==> config.mk <==
export PLATFORM = sky130hd
export DESIGN_NAME = dcm_clk_gen
export DESIGN_NICKNAME = d
export VERILOG_FILES = /design/src/rtl/dcm_clk_pkg.sv /design/src/rtl/clk_div_cell.sv /design/src/rtl/dcm_clk_gen.sv
export SDC_FILE = /design/constraint.sdc
export NUM_CORES = 1
export LEC_CHECK = 0
export CAP_MARGIN = 25
export CORE_ASPECT_RATIO = 0.5
export CORE_UTILIZATION = 40
export DETAILED_ROUTE_END_ITERATION = 10
export DONT_BUFFER_PORTS = 1
export SKIP_CTS_REPAIR_TIMING = 1
export SLEW_MARGIN = 0
export SYNTH_ARGS = -nofsm -noshare
export SYNTH_HDL_FRONTEND = slang
export SYNTH_SLANG_ARGS = --single-unit
==> constraint.sdc <==
create_clock -name CLK_IN1 -period 1.7 [get_ports CLK_IN1]
set_clock_uncertainty 0.1 [all_clocks]
set_input_delay 0.255 -clock CLK_IN1 [delete_from_list [all_inputs] [get_ports CLK_IN1]]
set_output_delay 0.255 -clock CLK_IN1 [all_outputs]
set_load 0.01 [all_outputs]
==> src/rtl/dcm_clk_pkg.sv <==
// Shared constants and helpers for the divided-clock generator.
// Default ratios give 40/50/10 MHz from a 200 MHz reference.
package dcm_clk_pkg;

    localparam int CNT_W = 16;

    localparam int DEF_DIV1        = 5;
    localparam int DEF_DIV2        = 4;
    localparam int DEF_DIV3        = 20;
    localparam int DEF_LOCK_CYCLES = 64;

    // Number of input cycles a divided clock spends high; odd ratios round up.
    function automatic int half_high(input int div);
        return (div + 1) / 2;
    endfunction

endpackage

==> src/rtl/clk_div_cell.sv <==
// One integer clock divider: a wrapping counter plus a registered output.
// Latency: output rises on the first enabled edge; no backpressure, free-running while run_en is high.
// run_en low holds the counter and output at 0 so the divider restarts in phase.
module clk_div_cell
    import dcm_clk_pkg::*;
#(
    parameter int DIV = DEF_DIV1
) (
    input  logic CLK_IN1,
    input  logic RESET_N,
    input  logic run_en,
    output logic clk_out
);

    if (DIV < 2 || DIV > 65535) begin : g_bad_div
        $error("clk_div_cell: DIV=%0d outside legal range 2..65535", DIV);
    end

    localparam logic [CNT_W-1:0] DIV_LAST = CNT_W'(DIV - 1);
    localparam logic [CNT_W-1:0] HIGH_CNT = CNT_W'(half_high(DIV));

    logic [CNT_W-1:0] cnt;

    always_ff @(posedge CLK_IN1 or negedge RESET_N) begin
        if (!RESET_N) begin
            cnt     <= '0;
            clk_out <= 1'b0;
        end else if (!run_en) begin
            cnt     <= '0;
            clk_out <= 1'b0;
        end else begin
            cnt     <= (cnt == DIV_LAST) ? '0 : cnt + 1'b1;
            // Decided from the pre-update count so the first enabled edge drives high.
            clk_out <= (cnt < HIGH_CNT);
        end
    end

endmodule

==> src/rtl/dcm_clk_gen.sv <==
// Three phase-aligned divided clocks from CLK_IN1, plus a LOCKED flag after LOCK_CYCLES edges.
// Latency: outputs rise on the first edge after release (DCM_OUT_GATE_EN: one edge after LOCKED).
// No backpressure; all outputs come straight from flops.
module dcm_clk_gen
    import dcm_clk_pkg::*;
#(
    parameter int DIV1        = DEF_DIV1,
    parameter int DIV2        = DEF_DIV2,
    parameter int DIV3        = DEF_DIV3,
    parameter int LOCK_CYCLES = DEF_LOCK_CYCLES
) (
    input  logic CLK_IN1,
    input  logic RESET_N,
    output logic CLK_OUT1,
    output logic CLK_OUT2,
    output logic CLK_OUT3,
    output logic LOCKED
);

    if (LOCK_CYCLES < 1 || LOCK_CYCLES > 65535) begin : g_bad_lock
        $error("dcm_clk_gen: LOCK_CYCLES=%0d outside legal range 1..65535", LOCK_CYCLES);
    end

    localparam logic [CNT_W-1:0] LOCK_LAST = CNT_W'(LOCK_CYCLES - 1);
    localparam logic [CNT_W-1:0] LOCK_SAT  = CNT_W'(LOCK_CYCLES);

    logic [CNT_W-1:0] lock_cnt;
    logic             run_en;

    // LOCKED is set on the edge where the pre-update count reaches LOCK_CYCLES-1.
    always_ff @(posedge CLK_IN1 or negedge RESET_N) begin
        if (!RESET_N) begin
            lock_cnt <= '0;
            LOCKED   <= 1'b0;
        end else begin
            if (lock_cnt < LOCK_SAT) begin
                lock_cnt <= lock_cnt + 1'b1;
            end
            if (lock_cnt == LOCK_LAST) begin
                LOCKED <= 1'b1;
            end
        end
    end

`ifdef DCM_OUT_GATE_EN
    assign run_en = LOCKED;
`else
    assign run_en = 1'b1;
`endif

    clk_div_cell #(.DIV(DIV1)) u_div1 (
        .CLK_IN1 (CLK_IN1),
        .RESET_N (RESET_N),
        .run_en  (run_en),
        .clk_out (CLK_OUT1)
    );

    clk_div_cell #(.DIV(DIV2)) u_div2 (
        .CLK_IN1 (CLK_IN1),
        .RESET_N (RESET_N),
        .run_en  (run_en),
        .clk_out (CLK_OUT2)
    );

    clk_div_cell #(.DIV(DIV3)) u_div3 (
        .CLK_IN1 (CLK_IN1),
        .RESET_N (RESET_N),
        .run_en  (run_en),
        .clk_out (CLK_OUT3)
    );

endmodule

==> results.toml <==
[die]
die_h_um = 61.35
pin_count = 6
core_area_um2 = 6753
die_area_um2 = 7405
placementRows = 21
start_util_pct = 41.73
die_w_um = 120.7

[sta]
max_slew_margin_pct = 73.08
slew_viol_final = 0
rsz0062_at_grt = "yes"
finalHoldViolations = 68
min_period_ns = 1.826
worstMarginPinSlew_ns = 0.4007
setup_viol_count_final = 7
max_freq_mhz = 547.5
setup_slack_ns = -0.1263
hold_ws_ns = -0.4823
post-route-period-util_pct = 107.4

[routing]
drt-total-wl_um = 4348
viasPerCell = 4.897
wl_per_cell_um = 12.49
postRouteAntennaNets = 0
drc_errors = 0
drt_iter0_drc = 85
via_count = 1704
first_pass_iters = 6

[yosys]
synth.area.top_cells = "dfrtp_1 (60%), xnor2_1 (9.0%), xor2_1 (5.0%), nand3_1 (3.2%), nand2_1 (2.3%)"
ys_seq_area_share_pct = 60.39
ys_ff_latch = 68
synth_top_area_share_pct = 60.39
synth_cells = 242
syn_area_um2 = 2818
yosys_warnings = 0
synth.avg_cell_area_um2 = 11.64
syn_nets = 249
synth.largest_area_cell = "dfrtp_1"
ys_types = 26

[critical_path]
critPathTopFamily = "simple AND/OR/NAND/NOR gates"
startpoint_type = "register"
path_cells = "or4_4 > nor4_4 > buf_4 > nand4_1 > xnor2_1"
crit_buf_inv = 1
cp.arrival_ns = 1.94
crit_slowest_cell = "or4_4"
required_ns = 1.81
slowest_delay_ns = 0.54
crit_type = "reg -> reg"
end_kind = "register"
critPathMaxFanout = 4

[run_status]
violations = "hold timing, setup timing"
status = "finished, violations left"

[final_layout]
fill_cells = 577
nets = 258
multi_input_area_um2 = 1067
syn_to_final_growth_pct = 16.83
finalNonFillerCells = 348
final_cell_mix = "dfrtp_1 (68), xnor2_1 (29), nand3_1 (18)"
antenna_cells = 0
final_common_cell = "dfrtp_1"
drive_gt1_share_pct = 11.33
register_area_um2 = 1702

[power]
power.switching_uw = 691.6
p_clk_share_pct = 55.0
p_per_area_nw_per_um2 = 1094
p_leak_uw = 0.001543
power.share.sequential_pct = 45.0
vdd_drop_max_uv = 501.6
comb_power_share_pct = 0
p_int_uw = 2908
p_sw_share_pct = 19.21

[global_route]
grt_max_degree = 69
grt_usage_pct = 14.05
antenna_found_initial = 0
first_global_vias = 1684
grt_pass1_wl_um = 7852
overflow = 0

[clock_tree]
root_buffer = "clkbuf_16"
numCtsBuffers = 9
cts_tree = "done"
clockBufferDepth = 2
insertion_delay_ns = 0.33
clock_sinks = 68
path_clk_slew_ns = 0.06
cts.htree.levels = 3

[min_path]
hold_class = "in -> async"

[placement]
pre_cts_slack_ns = -0.1553
io_buffers = 0
hpwl_um = 2883
globalplace.congestion = 0.7459
dpl.cell_count = 332

[job]
maxCapViolations = 0
## layer usage
| layer | GRT usage [%] | part of all wire (%) | up-vias |
|---|---|---|---|
| met3 | 5.000 | 2.6 | 8 |
| met2 | 22.17 | 45 | 11 |
| li1 | - | - | 849 |
| met1 | 17.89 | 50 | 836 |
| met5 | 0 | 0 | - |
| met4 | 6.349 | 1.8 | 0 |
## cells by family (layout without fill, tap and decap cells)
group | after synthesis | in the layout | synth area share, %
XOR/XNOR | 45 | 45 | 13.99
buffers and inverters | 17 | 31 | 2.265
AND/OR/NAND/NOR | 98 | 98 | 18.78
flip-flops | 68 | 68 | 60.39
adder cells (fa/ha/maj) | 5 | 5 | 2.220
multiplexers | 2 | 2 | 0.7549
AO/OA/AOI/OAI | 7 | 7 | 1.598
## synth_stat cells (all sizes together)
library cell and instances:
and4 4, inv 8, nand2 17, or4 2, and3 9, nor4 9
nor2b 1, nor2 17, ha 5, mux2 1, nand4 10, xor2 16
o211ai 1, o21bai 2, o21ai 1, o21a 1, nor3 11, dfrtp 68
xnor2 29, nand3 18, mux2i 1, clkbuf 9, a21oi 2
## power groups by stage
stage               Clock (µW)  Sequential (µW)  Combinational, µW
floorplan                    0             1650           0.000465
detailed placement           0             1650           0.000487
global route              2110             1620           0.000487
CTS                       2030             1620           0.000487
finish                    1980             1620           0.000487
global placement             0             1650           0.000487
## sequential cells by signal (all words and copies together) (netlist names)
register / count
lock_cnt: 16
u_div2.clk_out: 1
u_div1.cnt: 16
LOCKED: 1
u_div1.clk_out: 1
u_div3.clk_out: 1
u_div2.cnt: 16
u_div3.cnt: 16
## metrics by stage
| stage | hold WS, ns | util (%) | cell area [µm²] | TNS [ns] | power [µW] |
|---|---|---|---|---|---|
| global route | -0.5017 | 48.75 | 3292 | -1.461 | 3728 |
| CTS | -0.4970 | 48.53 | 3277 | -0.7616 | 3645 |
| finish | -0.4823 | 48.75 | 3292 | -0.5849 | 3600 |
| detailed placement | -0.1397 | 43.71 | 2952 | -0.7427 | 1648 |
| floorplan | -0.1406 | - | 2818 | -0.3628 | 1649 |
| global placement | -0.1394 | 43.71 | 2952 | -0.5078 | 1648 |
## worst paths after layout
kind                             startpoint       endpoint  slack (ns)  depth (start not counted)
min in group CLK_IN1            lock_cnt[7]    lock_cnt[7]        0.28                          0
worst max register to register  lock_cnt[7]    lock_cnt[3]       -0.13                          5
worst min-delay path                RESET_N  u_div2.cnt[9]       -0.48                          0
worst max-delay path            lock_cnt[7]    lock_cnt[3]       -0.13                          5
worst min register to register  lock_cnt[7]    lock_cnt[7]        0.28                          0
max in group asynchronous           RESET_N  u_div2.cnt[3]        1.85                          0
## cell type report
cell class	count	area share, %
Multi-Input combinational cell	157	32.42
Clock inverter	7	3.041
Timing Repair Buffer	7	1.596
Inverter	8	0.9122
Clock buffer	9	6.841
Tap cell	92	3.497
Sequential cell	68	51.69
Note: power is estimated with default switching activity, not from simulation.
